<file path="src/rtl/ifetch_unit.sv">
// ifetch_unit: single-outstanding instruction fetch stage.
// Fetches the word at pc and holds it for decode until the downstream stage
// accepts it. On acceptance it computes the next pc from the redirect inputs.
// Optional build macro IFETCH_TIMEOUT_EN adds an ack-wait watchdog that raises
// a sticky fetch_err and reissues the fetch after a one-cycle request gap.
module ifetch_unit #(
    parameter logic [31:0] RESET_PC    = 32'h0000_0000,
    parameter logic [3:0]  TIMEOUT_CYC = 4'd15
) (
    input  logic        clk,
    input  logic        rst,
    output logic        imem_req,
    output logic [31:0] imem_addr,
    input  logic [31:0] imem_rdata,
    input  logic        imem_ack,
    input  logic        stall,
    input  logic        branch,
    input  logic        zero,
    input  logic        jump,
    input  logic        jump_reg,
    input  logic [31:0] rs_data,
    output logic [31:0] instr,
    output logic [5:0]  opcode,
    output logic        instr_valid,
    output logic [31:0] pc,
    output logic [31:0] pc_plus4,
    output logic [15:0] retired,
    output logic        halted,
    output logic        fetch_err
);

    typedef enum logic [1:0] {
        ST_REQ,
        ST_VALID,
        ST_HALT
    } state_t;

    localparam logic [5:0] OPC_HALT = 6'b111111;

    state_t      state_q, state_d;
    logic [31:0] pc_q, pc_d;
    logic [31:0] instr_q, instr_d;
    logic [15:0] retired_q, retired_d;
    logic [31:0] next_pc;
    logic        req_gap;

    assign pc_plus4    = pc_q + 32'd4;
    assign pc          = pc_q;
    assign instr       = instr_q;
    assign opcode      = instr_q[31:26];
    assign retired     = retired_q;
    assign imem_addr   = pc_q;
    assign instr_valid = (state_q == ST_VALID);
    assign halted      = (state_q == ST_HALT);
    // The request is masked during reset so an in-flight fetch is abandoned.
    assign imem_req    = (state_q == ST_REQ) && !rst && !req_gap;

    // Redirect target for the held instruction: register jump, then absolute jump, then taken branch.
    always_comb begin
        next_pc = pc_plus4;
        if (jump_reg) begin
            next_pc = {rs_data[31:2], 2'b00};
        end else if (jump) begin
            next_pc = {pc_plus4[31:28], instr_q[25:0], 2'b00};
        end else if (branch && zero) begin
            next_pc = pc_plus4 + {{14{instr_q[15]}}, instr_q[15:0], 2'b00};
        end
    end

    // Fetch FSM next-state logic: capture on ack, release on no-stall, park on halt opcode.
    always_comb begin
        state_d   = state_q;
        pc_d      = pc_q;
        instr_d   = instr_q;
        retired_d = retired_q;
        unique case (state_q)
            ST_REQ: begin
                if (imem_ack && !req_gap) begin
                    instr_d = imem_rdata;
                    state_d = ST_VALID;
                end
            end
            ST_VALID: begin
                if (!stall) begin
                    retired_d = retired_q + 16'd1;
                    if (instr_q[31:26] == OPC_HALT) begin
                        state_d = ST_HALT;
                    end else begin
                        pc_d    = next_pc;
                        state_d = ST_REQ;
                    end
                end
            end
            ST_HALT: begin
                state_d = ST_HALT;
            end
            default: begin
                state_d = ST_REQ;
            end
        endcase
    end

    // Fetch state registers with synchronous reset; reset overrides a same-cycle ack.
    always_ff @(posedge clk) begin
        if (rst) begin
            state_q   <= ST_REQ;
            pc_q      <= RESET_PC;
            instr_q   <= 32'd0;
            retired_q <= 16'd0;
        end else begin
            state_q   <= state_d;
            pc_q      <= pc_d;
            instr_q   <= instr_d;
            retired_q <= retired_d;
        end
    end

`ifdef IFETCH_TIMEOUT_EN
    logic [3:0] wait_cnt_q, wait_cnt_d;
    logic       gap_q, gap_d;
    logic       fetch_err_q, fetch_err_d;

    assign req_gap   = gap_q;
    assign fetch_err = fetch_err_q;

    // Watchdog: count unacknowledged request cycles; on expiry flag the error and drop the request for one cycle.
    always_comb begin
        wait_cnt_d  = 4'd0;
        gap_d       = 1'b0;
        fetch_err_d = fetch_err_q;
        if ((state_q == ST_REQ) && !gap_q && !imem_ack) begin
            if ((wait_cnt_q + 4'd1) == TIMEOUT_CYC) begin
                gap_d       = 1'b1;
                fetch_err_d = 1'b1;
            end else begin
                wait_cnt_d = wait_cnt_q + 4'd1;
            end
        end
    end

    // Watchdog registers; fetch_err stays set until reset.
    always_ff @(posedge clk) begin
        if (rst) begin
            wait_cnt_q  <= 4'd0;
            gap_q       <= 1'b0;
            fetch_err_q <= 1'b0;
        end else begin
            wait_cnt_q  <= wait_cnt_d;
            gap_q       <= gap_d;
            fetch_err_q <= fetch_err_d;
        end
    end
`else
    logic unused_ok;

    assign req_gap   = 1'b0;
    assign fetch_err = 1'b0;
    assign unused_ok = ^{TIMEOUT_CYC, rs_data[1:0]};
`endif

endmodule
</file>
<file path="config.mk">
export PLATFORM = sky130hd
export DESIGN_NAME = ifetch_unit
export DESIGN_NICKNAME = d
export VERILOG_FILES = /design/src/rtl/ifetch_unit.sv
export SDC_FILE = /design/constraint.sdc
export NUM_CORES = 1
export LEC_CHECK = 0
export ABC_AREA = 1
export CAP_MARGIN = 20
export CORE_MARGIN = 2
export CORE_UTILIZATION = 53
export CTS_BUF_LIST = sky130_fd_sc_hd__clkbuf_8
export DETAILED_ROUTE_END_ITERATION = 6
export PLACE_DENSITY_LB_ADDON = 0.05
export SLEW_MARGIN = 0
export SYNTH_ARGS = -nofsm -noshare
export SYNTH_HDL_FRONTEND = slang
export SYNTH_SLANG_ARGS = --single-unit
</file>
<file path="constraint.sdc">
create_clock -name clk -period 5.57 [get_ports clk]
set_input_delay 1.114 -clock clk [delete_from_list [all_inputs] [get_ports clk]]
set_output_delay 1.114 -clock clk [all_outputs]
set_load 0.005 [all_outputs]
</file>
==> summary.md, run 1 <==
| Metric | Value |
|---|---|
| Global placement routability congestion | `about 0.95` |
| Number of maximum-capacitance violations | `0` |
| Antenna-violating nets left | `0` |
| Wire length after detailed routing | `about 24 mm` |
| Simple logic cell fraction of the synthesized area | `0.3901` |
| Synthesized-area fraction occupied by ao, oa, aoi and oai cells | `0.1439` |
| Fraction of synthesized cell area taken by the top area cell type | `0.2229` |
| Total internal power | `roughly 1.1 mW` |
| Static Leak | `roughly 4.2 nW` |
| Final instance area | `roughly 9400 um^2` |
| Minimum setup slack after placement | `between 2 and 2.5 ns` |
| Yosys synthesis warning count | `0` |
| DP HPWL | `19.15 mm` |
| Aggregate global-route resource usage | `0.3279` |
| DR WL/cell | `approximately 16 um` |
| Diodes inserted | `0` |
| Data required time of the critical path | `4.46 ns` |
| EDFF count, synth | `0` |
| Post-synthesis cell count | `roughly 1200` |
| Synth area leader | `dfxtp_1` |
| Hold endpoint | `retired[15]` |
| Measured slew at the worst slew-check pin | `slightly below 0.9 ns` |
| Synth top area cells | `dfxtp_1 (22%), nand2_1 (17%), nor2_1 (8.7%)` |
| Syn avg cell area | `between 5 and 6 um^2` |
| Largest clock skew in the final design | `0.01664 ns` |
| Count of pins on the block boundary | `between 200 and 250` |
| Worst slew margin relative to its limit | `0.4163` |
| Adder-cell share of the synthesized area | `0.06722` |
| Count of buffers added by post-CTS timing repair for setup | `0` |
| Startpoint kind of the worst setup timing path | `flop` |
| Net Sw Frac | `0.3674` |
| Area of the core region | `between 10000 and 15000 um^2` |
| Gate power share | `0.361` |
| RSZ-0062 raised after global routing | `no` |
| Combinational family with the most area after synthesis | `simple AND/OR/NAND/NOR gates` |
| Cells on Worst Hold Path | `2` |
| Setup slack of the critical path after layout | `between 1.5 and 2 ns` |
| Depth of the worst register-to-register path | `22` |
| Tmin final | `roughly 3.9 ns` |
| Sequential fraction of the synthesis area | `0.2229` |
| Maximum resistive drop on vdd | `roughly 0.15 mV` |
| Root Buffer | `clkbuf_8` |
| Outcome | `finished clean` |
| Kind of end point of the critical path | `output pin` |
| Count of vias placed by the detailed router | `8257` |
| Async set or reset register ratio after synthesis | `0` |
| Wire length of the first global-routing pass | `around 38 mm` |
| First-pass detailed-route iteration total | `6` |
| Horizontal die dimension | `about 120 um` |
| Total Die Area | `14500 um^2` |
| Final Hold Violating Endpoints | `0` |
| Count of standard-cell rows | `42` |
| Clock slew seen by the registers of the worst setup and hold paths | `0.09 ns` |
| Post-cts hold buffer count | `0` |
| Seq pwr share | `0.404` |
| Multiplexer fraction of the synthesized cell area | `0` |
| Remaining global-route overflow | `0` |
| Area growth from synthesis to layout | `30.70%` |
| CTS tree | `yes` |
| Total number of clock tree sinks | `80` |
| Startpoint of the most critical register-to-register path | `imem_addr[2]` |
| Min-delay worst type | `reg2reg` |
| Highest achievable clock rate | `around 260 MHz` |
| Power share of the clock group | `0.235` |
| Layout fillers | `between 1000 and 1500` |
| Worst skew pair latency | `0.36 ns` |
| Instance area at placement | `9181 um^2` |
| Sequence of cells on the critical path | `inv_1 > nor2_2 > nand3_2 > nor2_1 > nand2_1 > nor2_1 > xor2_1 > inv_1 > clkdlybuf4s50_1` |
| Critical path data arrival time | `around 2.7 ns` |
| Slowest library cell on the worst path | `dfxtp_1` |
| Reg2reg end | `imem_addr[24]` |
| Flip-flop and latch area | `~1600 um^2` |
| Post-Synth XOR/XNOR Area | `0.02665` |
| Number of nets in the final layout | `around 1500` |
| DIE HEIGHT | `between 100 and 150 um` |
| Hold_ws | `between 0.4 and 0.5 ns` |
| Fin crit share | `0.6915` |
| Distinct cell type count after synthesis | `43` |
| Maximum clock path buffer count | `2` |
| DR iter-0 viols | `699` |
| Flip-flop and latch count after synthesis | `80` |
| Post-detailed-route DRC marker count | `0` |
| Final setup vio count | `0` |
| Area of the mapped netlist | `approximately 7200 um^2` |
| Area taken by multi-input logic gates | `4537 um^2` |
| Highest net fanout along the worst path | `6` |
| Power density normalized to cell area | `roughly 180 nW/um^2` |
| IO Port Bufs | `216` |
| Net switching power | `~0.63 mW` |
| Antenna violations before repair | `0` |
| Post-cts resize count | `0` |
| Setup slack of the worst register-to-register path | `between 1.5 and 2 ns` |
| Worst Path Class, Setup | `reg2out` |
| Post-route core utilization | `0.7091` |
| Hold path startpoint | `retired[15]` |
| Commonest cells after routing, fill and taps aside | `nand2_1 (323), clkdlybuf4s50_1 (216), nor2_1 (167)` |
| Max-slew violation count | `0` |
| Initial standard-cell utilization of the core | `0.5425` |
| Total clock buffers created by CTS | `9` |
| Via count of the first global-routing pass | `approximately 7300` |
| Share of final-layout standard cells stronger than drive strength 1 | `0.04594` |
| Peak per-stage delay on the critical path | `around 0.45 ns` |
| Most common cell after layout, fill and taps aside | `nand2_1` |
| Detail-routed via count per cell | `approximately 5.3` |
| Pin count of the biggest net entering global routing | `47` |
| Setup_tns | `0 ns` |
| CTS H-Tree Depth | `3` |
| Primary flip-flop cell chosen by synthesis mapping | `dfxtp_1` |
==> worst max-delay path, delay by kind of cell, from the launching register on <==
kind | cells | cell delay [ns]
buffers and inverters | 3 | 0.67
XOR/XNOR | 1 | 0.22
AND/OR/NAND/NOR | 5 | 1.04
flip-flops | 1 | 0.45
==> power groups by stage <==
stage | clock network, mW | logic [mW] | registers [mW]
final | 0.400 | 0.616 | 0.689
after global routing | 0.429 | 0.678 | 0.694
after detailed placement | 0 | 0.604 | 0.698
after floorplan | 0 | 0.337 | 0.681
after CTS | 0.403 | 0.608 | 0.686
after global placement | 0 | 0.596 | 0.698
==> worst max path at each step <==
stage,start,end,cells past startpoint
final,imem_addr[2],pc_plus4[29],9
after global routing,imem_addr[2],pc_plus4[29],9
after CTS,imem_addr[2],pc_plus4[29],9
after detailed placement,imem_addr[2],imem_addr[22],21
after global placement,rst,imem_req,4
after floorplan,imem_addr[2],imem_addr[31],22
==> logic make-up (layout without fill, tap and decap cells) <==
logic type | Yosys count | count (layout)
AO/OA/AOI/OAI | 192 | 192
XOR/XNOR | 21 | 21
adder cells (fa/ha/maj) | 38 | 38
buffers and inverters | 236 | 401
flip-flops | 80 | 80
other | 1 | 7
AND/OR/NAND/NOR | 654 | 654
==> cell type report <==
type / instances / share of cell area
sequential: 80 / 0.1706
multi-input combinational: 912 / 0.4831
inverter: 158 / 0.06316
clock inverter: 7 / 0.005863
timing repair buffer: 227 / 0.2406
clock buffer: 9 / 0.01319
tap: 176 / 0.02345
==> cell usage after synthesis (4+ instances only) <==
cell,n
nand2_1,323
nor2_1,167
inv_1,153
a21oi_1,92
nand3_1,89
dfxtp_1,80
o21ai_0,69
buf_4,45
ha_1,37
clkbuf_1,26
nor3_1,18
xor2_1,15
nand4_1,14
o211ai_1,14
nand2_2,8
nor2_4,7
and2_1,5
buf_2,5
inv_2,5
or2_2,5
xnor2_1,5
o21a_1,4
==> routing by layer <==
layer	wire length [um]	part of all wire	track usage
met1	10940	0.45	0.4364
met2	11150	0.46	0.5434
met3	1801	0.074	0.06698
met4	480	0.020	0.08140
met5	0	0	0
==> metrics by stage <==
stage	cells	total power [mW]
global placement	1551	1.294
finish	1569	1.706
detailed placement	1551	1.302
global route	1569	1.801
floorplan	1228	1.019
CTS	1567	1.696
==> registers in the layout, summed over array words and instances (netlist names) <==
name / cells
retired: 16
imem_addr: 30
state_q: 2
instr: 32
Note: power is estimated with default switching activity, not from simulation.
==> run 2, diff against run 1 <==
--- a/config.mk
+++ b/config.mk
@@ -8,7 +8,7 @@
 export ABC_AREA = 1
 export CAP_MARGIN = 20
 export CORE_MARGIN = 2
-export CORE_UTILIZATION = 53
+export CORE_UTILIZATION = 49
 export CTS_BUF_LIST = sky130_fd_sc_hd__clkbuf_8
 export DETAILED_ROUTE_END_ITERATION = 6
 export PLACE_DENSITY_LB_ADDON = 0.05
==> constraint.sdc (replaced) <==
create_clock -name clk -period 3.6 [get_ports clk]
set_input_delay 0.72 -clock clk [delete_from_list [all_inputs] [get_ports clk]]
set_output_delay 0.72 -clock clk [all_outputs]
set_load 0.005 [all_outputs]
==> run 2 against run 1 <==
  * Power rose by 61%
  * Utilization down 4.3 points
  * Register-to-register slack lost 1.7 ns
  * Critical path depth grew 12
  * Sequential power rose by 54%
  * Cell count rose by 1.6%
  * Final area increased by 2.4%
  * Worst hold slack worse by 0.0054 ns
  * Clock power is 76% higher
  * First-iteration DRC count down 1.4%
==> summary.md, run 2 (synthesis results as in run 1) <==
| Metric | Value |
|---|---|
| CTS tree | `yes (unchanged)` |
| Static Leak | `4.326 nW (was 4.216 nW)` |
| Initial standard-cell utilization of the core | `0.4981 (was 0.5425)` |
| Kind of end point of the critical path | `flop (was output pin)` |
| Outcome | `finished clean (unchanged)` |
| Seq pwr share | `0.387 (was 0.404)` |
| RSZ-0062 raised after global routing | `yes (was no)` |
| Wire length after detailed routing | `24.85 mm (was 24.37 mm)` |
| Count of vias placed by the detailed router | `8249 (was 8257)` |
| Startpoint kind of the worst setup timing path | `flop (unchanged)` |
| Horizontal die dimension | `125.1 um (was 120.4 um)` |
| Area of the core region | `14420 um^2 (was 13240 um^2)` |
| Worst skew pair latency | `0.37 ns (was 0.36 ns)` |
| IO Port Bufs | `216 (unchanged)` |
| Aggregate global-route resource usage | `0.3041 (was 0.3279)` |
| Number of nets in the final layout | `1516 (was 1498)` |
| Clock slew seen by the registers of the worst setup and hold paths | `0.09 ns (about the same)` |
| Largest clock skew in the final design | `0.02040 ns (was 0.01664 ns)` |
| Peak per-stage delay on the critical path | `0.50 ns (was 0.45 ns)` |
| Data required time of the critical path | `3.91 ns (was 4.46 ns)` |
| Total clock buffers created by CTS | `9 (unchanged)` |
| Wire length of the first global-routing pass | `38.38 mm (was 37.81 mm)` |
| First-pass detailed-route iteration total | `6 (unchanged)` |
| Max-slew violation count | `0 (unchanged)` |
| Root Buffer | `clkbuf_8 (unchanged)` |
| Final Hold Violating Endpoints | `0 (unchanged)` |
| Commonest cells after routing, fill and taps aside | `nand2_1 (323), clkdlybuf4s50_1 (216), nor2_1 (158) (was nand2_1 (323), clkdlybuf4s50_1 (216), nor2_1 (167))` |
| DR WL/cell | `15.59 um (was 15.53 um)` |
| Number of maximum-capacitance violations | `0 (unchanged)` |
| Pin count of the biggest net entering global routing | `46 (was 47)` |
| Diodes inserted | `0 (unchanged)` |
| Power share of the clock group | `0.256 (was 0.235)` |
| Worst path most repeated cell | `nand2_1` |
| Total Die Area | `15650 um^2 (was 14500 um^2)` |
| Critical path data arrival time | `3.63 ns (was 2.74 ns)` |
| Slowest library cell on the worst path | `dfxtp_1 (unchanged)` |
| Count of standard-cell rows | `44 (was 42)` |
| Maximum resistive drop on vdd | `0.2564 mV (was 0.1547 mV)` |
| Remaining global-route overflow | `0 (unchanged)` |
| Setup_tns | `0 ns (unchanged)` |
| Flip-flop count of the largest register, all copies and words added | `32 (unchanged)` |
| Maximum clock path buffer count | `2 (unchanged)` |
| Cell count after placement | `1579 (was 1551)` |
| Finished Layout Cells | `1594 (was 1569)` |
| CTS H-Tree Depth | `3 (unchanged)` |
| Net switching power | `0.9579 mW (was 0.6269 mW)` |
| Total number of clock tree sinks | `80 (unchanged)` |
| Post-route core utilization | `0.6666 (was 0.7091)` |
| Min-delay worst type | `reg2reg (unchanged)` |
| Sequence of cells on the critical path | `nand2_1 > inv_1 > nand3_1 > nor3_1 > nand2_1 > nor2_1 > xor2_1 > inv_1 > ha_1 > inv_1 > nor3_1 > nand2_1 > nor3_1 > nand2_1 > nand2_1 > nand2_1 > nand2_1 > nand2_1 > nand2_1 > nand2_1 > a21oi_2 (was inv_1 > nor2_2 > nand3_2 > nor2_1 > nand2_1 > nor2_1 > xor2_1 > inv_1 > clkdlybuf4s50_1)` |
| Highest net fanout along the worst path | `7 (was 6)` |
| Final setup vio count | `0 (unchanged)` |
| Via count of the first global-routing pass | `7214 (was 7312)` |
| Total internal power | `1.784 mW (was 1.079 mW)` |
| Most common cell after layout, fill and taps aside | `nand2_1 (unchanged)` |
| Global placement routability congestion | `0.9063 (was 0.9511)` |
| Worst slew margin relative to its limit | `0.5266 (was 0.4163)` |
| Antenna violations before repair | `0 (unchanged)` |
| DR iter-0 viols | `689 (was 699)` |
| Net Sw Frac | `0.3493 (was 0.3674)` |
| Tmin final | `approximately 3.3 ns` |
| Detail-routed via count per cell | `5.175 (was 5.263)` |
| Area growth from synthesis to layout | `33.82% (was 30.70%)` |
| Count of pins on the block boundary | `226 (unchanged)` |
| Measured slew at the worst slew-check pin | `0.7094 ns (was 0.8746 ns)` |
| Gate power share | `0.357 (was 0.361)` |
| Antenna-violating nets left | `0 (unchanged)` |
| Worst Path Class, Setup | `reg2reg (was reg2out)` |
| Share of final-layout standard cells stronger than drive strength 1 | `0.07092 (was 0.04594)` |
| DP HPWL | `19.87 mm (was 19.15 mm)` |
| Power density normalized to cell area | `285.2 nW/um^2 (was 181.7 nW/um^2)` |
| Fin crit share | `0.9232` |
| DIE HEIGHT | `125.1 um (was 120.4 um)` |
| Post-detailed-route DRC marker count | `0 (unchanged)` |
| Highest achievable clock rate | `300.9 MHz` |
==> run 2: cell types whose count changed in the layout (fill, tap and decap cells not counted), moves of 2 or more <==
cell / before / now
buf_4: 9 / 29
nor2_1: 167 / 158
nor2_2: 3 / 10
dfxtp_1: 80 / 75
dfxtp_2: 0 / 5
clkinvlp_4: 3 / 0
buf_8: 2 / 0
clkbuf_8: 9 / 11
nor2_4: 7 / 9
xor2_1: 15 / 13
xor2_2: 1 / 3
==> run 2: layout make-up <==
type                       instances  area (um^2)
fill                            1388         4810
multi-input combinational        912         4599
timing repair buffer             245         2380
sequential                        80         1608
inverter                         158        593.1
tap                              184        230.2
clock buffer                      11        151.4
clock inverter                     4        52.55
==> run 2: metal layers <==
| metal | global-route usage | routed length [um] |
|---|---|---|
| met5 | 0 | 0 |
| met4 | 0.06275 | 425 |
| met3 | 0.06247 | 2141 |
| met2 | 0.4930 | 11270 |
| met1 | 0.4203 | 11020 |
==> run 2: worst max-delay path: cells and delay by family (launching register included) <==
kind            cells  cell delay [ns]
compound gates      1             0.10
xor+xnor            1             0.25
fa+ha+maj           1             0.38
buf+inv             3             0.28
flops               1             0.50
simple gates       15             1.74
==> run 2: metrics by stage <==
step	power (mW)	area, um^2	worst slack [ns]	hold slack (ns)
after floorplan	1.576	7207	0.7549	0.4552
after global placement	2.027	9341	0.2230	0.4532
after detailed placement	2.039	9341	0.1672	0.4553
after CTS	2.729	9545	0.1443	0.4701
after global routing	2.888	9614	-0.004385	0.5012
final	2.742	9614	0.2766	0.4683
==> run 2: power groups by stage <==
| stage | sequential, mW | combinational [mW] | clock [mW] |
|---|---|---|---|
| final | 1.06 | 0.980 | 0.702 |
| after global routing | 1.07 | 1.08 | 0.744 |
| after CTS | 1.05 | 0.971 | 0.705 |
| after detailed placement | 1.07 | 0.966 | 0 |
| after global placement | 1.07 | 0.955 | 0 |
| after floorplan | 1.05 | 0.522 | 0 |
==> run 2: worst paths after layout <==
| check | startpoint | end | slack [ns] | cells after the start |
|---|---|---|---|---|
| hold / removal | retired[15] | retired[15] | 0.47 | 2 |
| hold reg to reg | retired[15] | retired[15] | 0.47 | 2 |
| setup reg to reg | imem_addr[13] | imem_addr[30] | 0.28 | 21 |
| setup / recovery | imem_addr[13] | imem_addr[30] | 0.28 | 21 |
==> run 2: what timing repair did <==
| item | CTS | global route |
|---|---|---|
| hold buffers | 0 | 0 |
| resized for setup | 0 | 21 |
| buffers inserted | 0 | 0 |
| endpoints found under the setup margin | 0 | 16 |
